`config.mk`:
```
export PLATFORM = sky130hd
export DESIGN_NAME = instruction_sequencer
export DESIGN_NICKNAME = d
export VERILOG_FILES = /design/src/rtl/instruction_sequencer.sv
export SDC_FILE = /design/constraint.sdc
export NUM_CORES = 1
export LEC_CHECK = 0
export CAP_MARGIN = 20
export CORE_ASPECT_RATIO = 1.2
export CORE_MARGIN = 2
export CORE_UTILIZATION = 40
export CTS_CLUSTER_DIAMETER = 60
export CTS_CLUSTER_SIZE = 28
export DETAILED_ROUTE_END_ITERATION = 7
export PLACE_DENSITY_LB_ADDON = 0.08
export RECOVER_POWER = 50
export SLEW_MARGIN = 20
export SYNTH_ARGS = -nofsm -noshare
export SYNTH_HDL_FRONTEND = slang
export SYNTH_SLANG_ARGS = --single-unit
```
`constraint.sdc`:
```
create_clock -name Clk -period 5.25 [get_ports Clk]
set_clock_uncertainty 0.2 [all_clocks]
set_input_delay 0.525 -clock Clk [delete_from_list [all_inputs] [get_ports Clk]]
set_output_delay 0.525 -clock Clk [all_outputs]
set_load 0.005 [all_outputs]
```
`src/rtl/instruction_sequencer.sv`:
```
// instruction_sequencer: steps through a small program memory at a programmable
// rate. For each word it drives the register-file addresses, a one-cycle write
// strobe, and the full instruction word as the ALU opcode.
module instruction_sequencer #(
  parameter int          ADDR_WIDTH = 4,
  parameter int          TICK_DIV   = 150000000,
  parameter logic [15:0] HALT_WORD  = 16'hFFFF
) (
  input  logic                  Clk,
  input  logic                  Reset,
  input  logic                  Start,
  input  logic                  Prog_We,
  input  logic [ADDR_WIDTH-1:0] Prog_Addr,
  input  logic [15:0]           Prog_Data,
  output logic [3:0]            Reg_Read_A,
  output logic [3:0]            Reg_Read_B,
  output logic [3:0]            Reg_Write,
  output logic                  Write_Enable,
  output logic [15:0]           OpCode,
  output logic [ADDR_WIDTH-1:0] PC,
  output logic                  Busy,
  output logic                  Halted
);

  localparam int DEPTH = 1 << ADDR_WIDTH;
  // A divider of 1 still needs a one-bit counter so the compare stays legal.
  localparam int CNT_W = (TICK_DIV > 1) ? $clog2(TICK_DIV) : 1;
  localparam logic [CNT_W-1:0]      TICK_LAST = CNT_W'(TICK_DIV - 1);
  localparam logic [ADDR_WIDTH-1:0] PC_LAST   = ADDR_WIDTH'(DEPTH - 1);

  typedef enum logic [2:0] {
    S_IDLE,
    S_WAIT,
    S_FETCH,
    S_EXEC,
    S_HALTED
  } state_t;

  state_t                state_q, state_next;
  logic [ADDR_WIDTH-1:0] pc_q, pc_next;
  logic [15:0]           ir_q, ir_next;
  logic [CNT_W-1:0]      cnt_q, cnt_next;
  logic [15:0]           prog_mem [DEPTH];
  logic                  prog_write_ok;

  // Loading is only allowed while the sequencer is parked, so a running
  // program never sees its own words change underneath it.
  assign prog_write_ok = Prog_We && ((state_q == S_IDLE) || (state_q == S_HALTED));

  // Program memory write port; contents deliberately survive reset.
  always_ff @(posedge Clk) begin
    if (prog_write_ok) begin
      prog_mem[Prog_Addr] <= Prog_Data;
    end
  end

  // State, PC, instruction register and tick counter registers.
  always_ff @(posedge Clk or negedge Reset) begin
    if (!Reset) begin
      state_q <= S_IDLE;
      pc_q    <= '0;
      ir_q    <= '0;
      cnt_q   <= '0;
    end else begin
      state_q <= state_next;
      pc_q    <= pc_next;
      ir_q    <= ir_next;
      cnt_q   <= cnt_next;
    end
  end

  // Next-state logic plus the write strobe, the only combinational output.
  always_comb begin
    state_next   = state_q;
    pc_next      = pc_q;
    ir_next      = ir_q;
    cnt_next     = cnt_q;
    Write_Enable = 1'b0;
    case (state_q)
      S_IDLE, S_HALTED: begin
        if (Start) begin
          pc_next    = '0;
          cnt_next   = '0;
          state_next = S_WAIT;
        end
      end
      S_WAIT: begin
        if (cnt_q == TICK_LAST) begin
          cnt_next   = '0;
          state_next = S_FETCH;
        end else begin
          cnt_next = cnt_q + CNT_W'(1);
        end
      end
      S_FETCH: begin
        ir_next    = prog_mem[pc_q];
        state_next = S_EXEC;
      end
      S_EXEC: begin
        if (ir_q == HALT_WORD) begin
          state_next = S_HALTED;
        end else begin
          Write_Enable = 1'b1;
          if (pc_q == PC_LAST) begin
            state_next = S_HALTED;
          end else begin
            pc_next    = pc_q + ADDR_WIDTH'(1);
            state_next = S_WAIT;
          end
        end
      end
      default: begin
        state_next = S_IDLE;
      end
    endcase
  end

  assign Reg_Read_A = ir_q[11:8];
  assign Reg_Read_B = ir_q[3:0];
  assign Reg_Write  = ir_q[11:8];
  assign OpCode     = ir_q;
  assign PC         = pc_q;
  assign Busy       = (state_q == S_WAIT) || (state_q == S_FETCH) || (state_q == S_EXEC);
  assign Halted     = (state_q == S_HALTED);

endmodule
```
==> impl_metrics.env <==
export IMPL_hpwl_um=17900
export IMPL_dp_slack_ns=2.16
export IMPL_worstPathCellList="nand4_1 -> nor4_1 -> nor2_1 -> clkdlybuf4s50_1"
export IMPL_synth_area_leaders="edfxtp_1 61%, mux4_2 11%, dfrtp_1 10%"
export IMPL_rsz0062_at_grt="no"
export IMPL_slowest_stage="nor4_1"
export IMPL_cts_buffers=25
export IMPL_seq_area_frac_synth_pct=71.4
export IMPL_grt_usage_pct=17.7
export IMPL_p_per_area_mw_per_mm2=353
export IMPL_ant_nets=0
export IMPL_drtIter0Drc=615
export IMPL_antenna_found_initial=1
export IMPL_wire_per_inst_um=24.2
export IMPL_drc=0
export IMPL_swShare_pct=24.6
export IMPL_die_y_um=198
export IMPL_hold_viol_final=0
export IMPL_wl_um=28500
export IMPL_worstMarginPinSlew_ns=1.02
export IMPL_cts_max_level=1
export IMPL_yosysWarnings=0
export IMPL_nets=784
export IMPL_async_flop_share_pct=16.6
export IMPL_hp_class="reg2reg"
export IMPL_gr_total_overflow=0
export IMPL_initial_core_util_pct=40.4
export IMPL_timing_setup_tns_ns=0
export IMPL_clk_insertion_delay_late_ns=0.57
export IMPL_die_width_um=166
export IMPL_synth_fp_nets=729
export IMPL_clk_pin_slew_worst_paths_ns=0.08
export IMPL_num_antenna_cells=0
export IMPL_p_sw_mw=1.26
export IMPL_synth_cell_area_mm2=0.0126
export IMPL_grt_max_degree=54
export IMPL_cts_tree="done"
export IMPL_cp_start_kind="register"
export IMPL_yosysMostFrequentCell="edfxtp_1"
export IMPL_dieArea_mm2=0.0328
export IMPL_comb_power_share_pct=5.1
export IMPL_maxCapViolCount=0
export IMPL_grt_first_pass_wirelength_um=44100
export IMPL_coreArea_mm2=0.0311
export IMPL_first_pass_iters=8
export IMPL_leakage_nw=4.68
export IMPL_area_delta_synth_final_pct=15.4
export IMPL_port_buffers=58
export IMPL_drv_slew=0
export IMPL_globalplace_congestion=0.814
export IMPL_ys_top_cells_by_count="256 x edfxtp_1, 64 x mux4_2, 51 x dfrtp_1"
export IMPL_ys_types=53
export IMPL_synth_largest_area_cell="edfxtp_1"
export IMPL_crit_path_max_incr_delay_ns=0.72
export IMPL_clockPowerShare_pct=40.2
export IMPL_syn_instance_count=703
export IMPL_required_ns=4.53
export IMPL_pwr_share_seq_pct=54.6
export IMPL_cts_resized=0
export IMPL_grt_pass1_vias=7039
export IMPL_holdBufCountCts=1
export IMPL_period_needed_ns=3.42
export IMPL_p_int_mw=3.86
export IMPL_clock_path_buffers=3
export IMPL_root_buffer="clkbuf_16"
export IMPL_viasPerCell=5.73
export IMPL_vias=6739
export IMPL_synth_ff_type="edfxtp_1"
export IMPL_worstSetupPathType="reg2out"
export IMPL_status="finished, final reports clean"
export IMPL_synth_edff_count=256
export IMPL_crit_path_end_kind="output pin"
export IMPL_clock_sinks=307
export IMPL_timing_fmax_mhz=292
export IMPL_worst_slack_ns=1.83
export IMPL_period_share_pct=65.1
export IMPL_synth_top_cell_area_share_pct=61.2
export IMPL_drive_above_1_share_pct=22.0
export IMPL_syn_avg_cell_area_um2=17.9
export IMPL_relSlewSlack_pct=31.8
export IMPL_ys_ff_latch=307
export IMPL_cp_arrival_ns=2.70
export IMPL_final_setup_viol_count=0
export IMPL_path_max_fanout=5
export IMPL_io_pins=59
export IMPL_num_rows=71
export IMPL_peakVddDrop_v=0.000271
export IMPL_cts_setup_buffers=0
## flip-flops by register name, indices dropped and copies added, names as in the netlist
register,cells
cnt_q,28
prog_mem,256
OpCode,16
PC,4
state_q,3
## layer usage
metal | wire length (um) | up-vias | global-route usage (%)
met5 | 0 | - | 0
met4 | 395 | 0 | 3.74
met3 | 1150 | 30 | 2.70
met2 | 14300 | 152 | 30.2
met1 | 12600 | 3583 | 24.1
li1 | - | 2974 | -
## cells in the final DEF, fill, tap and decap left out, types with 19 or more instances in the layout
cell type        netlist  layout
edfxtp_1             256     256
mux4_2                64      64
dfrtp_1               51      48
dlygate4sd3_1          0      32
nand2_1               29      29
clkdlybuf4s50_1        0      26
clkbuf_16              0      25
nor3_1                27      24
a21oi_1               23      23
a31oi_1               20      20
mux2i_1               19      19
## layout make-up
| class | instances | area (um^2) |
|---|---|---|
| clock inverter | 20 | 285 |
| tap | 401 | 502 |
| multi-input combinational | 337 | 3340 |
| fill | 2650 | 16600 |
| inverter | 10 | 37.5 |
| clock buffer | 25 | 626 |
| sequential | 307 | 8970 |
| timing repair buffer | 77 | 724 |
## worst max-delay path, delay by kind of cell (launching register included)
kind / cells / cell delay (ns)
buffers and inverters: 1 / 0.50
DFF: 1 / 0.49
and+or+nand+nor: 3 / 1.14
## metrics by stage
step	std cells	area, um^2	total power, mW	utilization, %	hold slack, ns
floorplan	703	12600	2.99	-	0.0294
global placement	1130	13500	3.10	43.6	0.301
detailed placement	1130	13500	3.12	43.6	0.316
CTS	1176	14500	5.17	46.5	0.325
global route	1177	14500	5.31	46.6	0.343
finish	1177	14500	5.12	46.6	0.310
## kinds of logic after synthesis
| kind of cell | after synthesis | synth area share, % |
|---|---|---|
| xor gates and xnor gates | 1 | 0.0698 |
| AOI/OAI and AO/OA | 91 | 5.23 |
| and+or+nand+nor | 143 | 6.10 |
| adders and majority gates | 2 | 0.199 |
| DFF | 307 | 71.4 |
| muxes | 100 | 14.5 |
| buffers and inverters | 59 | 2.48 |
## worst paths after layout
path | from | endpoint | slack (ns) | cells past startpoint
max | OpCode[3]$_DFFE_PN0P_ | Write_Enable | 1.83 | 4
min | cnt_q[17]$_DFFE_PN0P_ | cnt_q[17]$_DFFE_PN0P_ | 0.31 | 1
max reg2reg | state_q[1]$_DFFE_PN0P_ | prog_mem[3][11]$_DFFE_PP_ | 2.20 | 4
min reg2reg | cnt_q[17]$_DFFE_PN0P_ | cnt_q[17]$_DFFE_PN0P_ | 0.31 | 1
max in group asynchronous | Reset | PC[0]$_DFFE_PN0P_ | 3.89 | 3
min in group asynchronous | Reset | OpCode[0]$_DFFE_PN0P_ | 0.42 | 3
## power groups by stage
stage / logic, mW / registers (mW) / clock network (mW)
detailed placement: 0.267 / 2.85 / 0
finish: 0.264 / 2.79 / 2.06
floorplan: 0.182 / 2.81 / 0
global route: 0.292 / 2.81 / 2.21
CTS: 0.269 / 2.79 / 2.11
global placement: 0.258 / 2.84 / 0
Note: power is estimated with default switching activity, not from simulation.
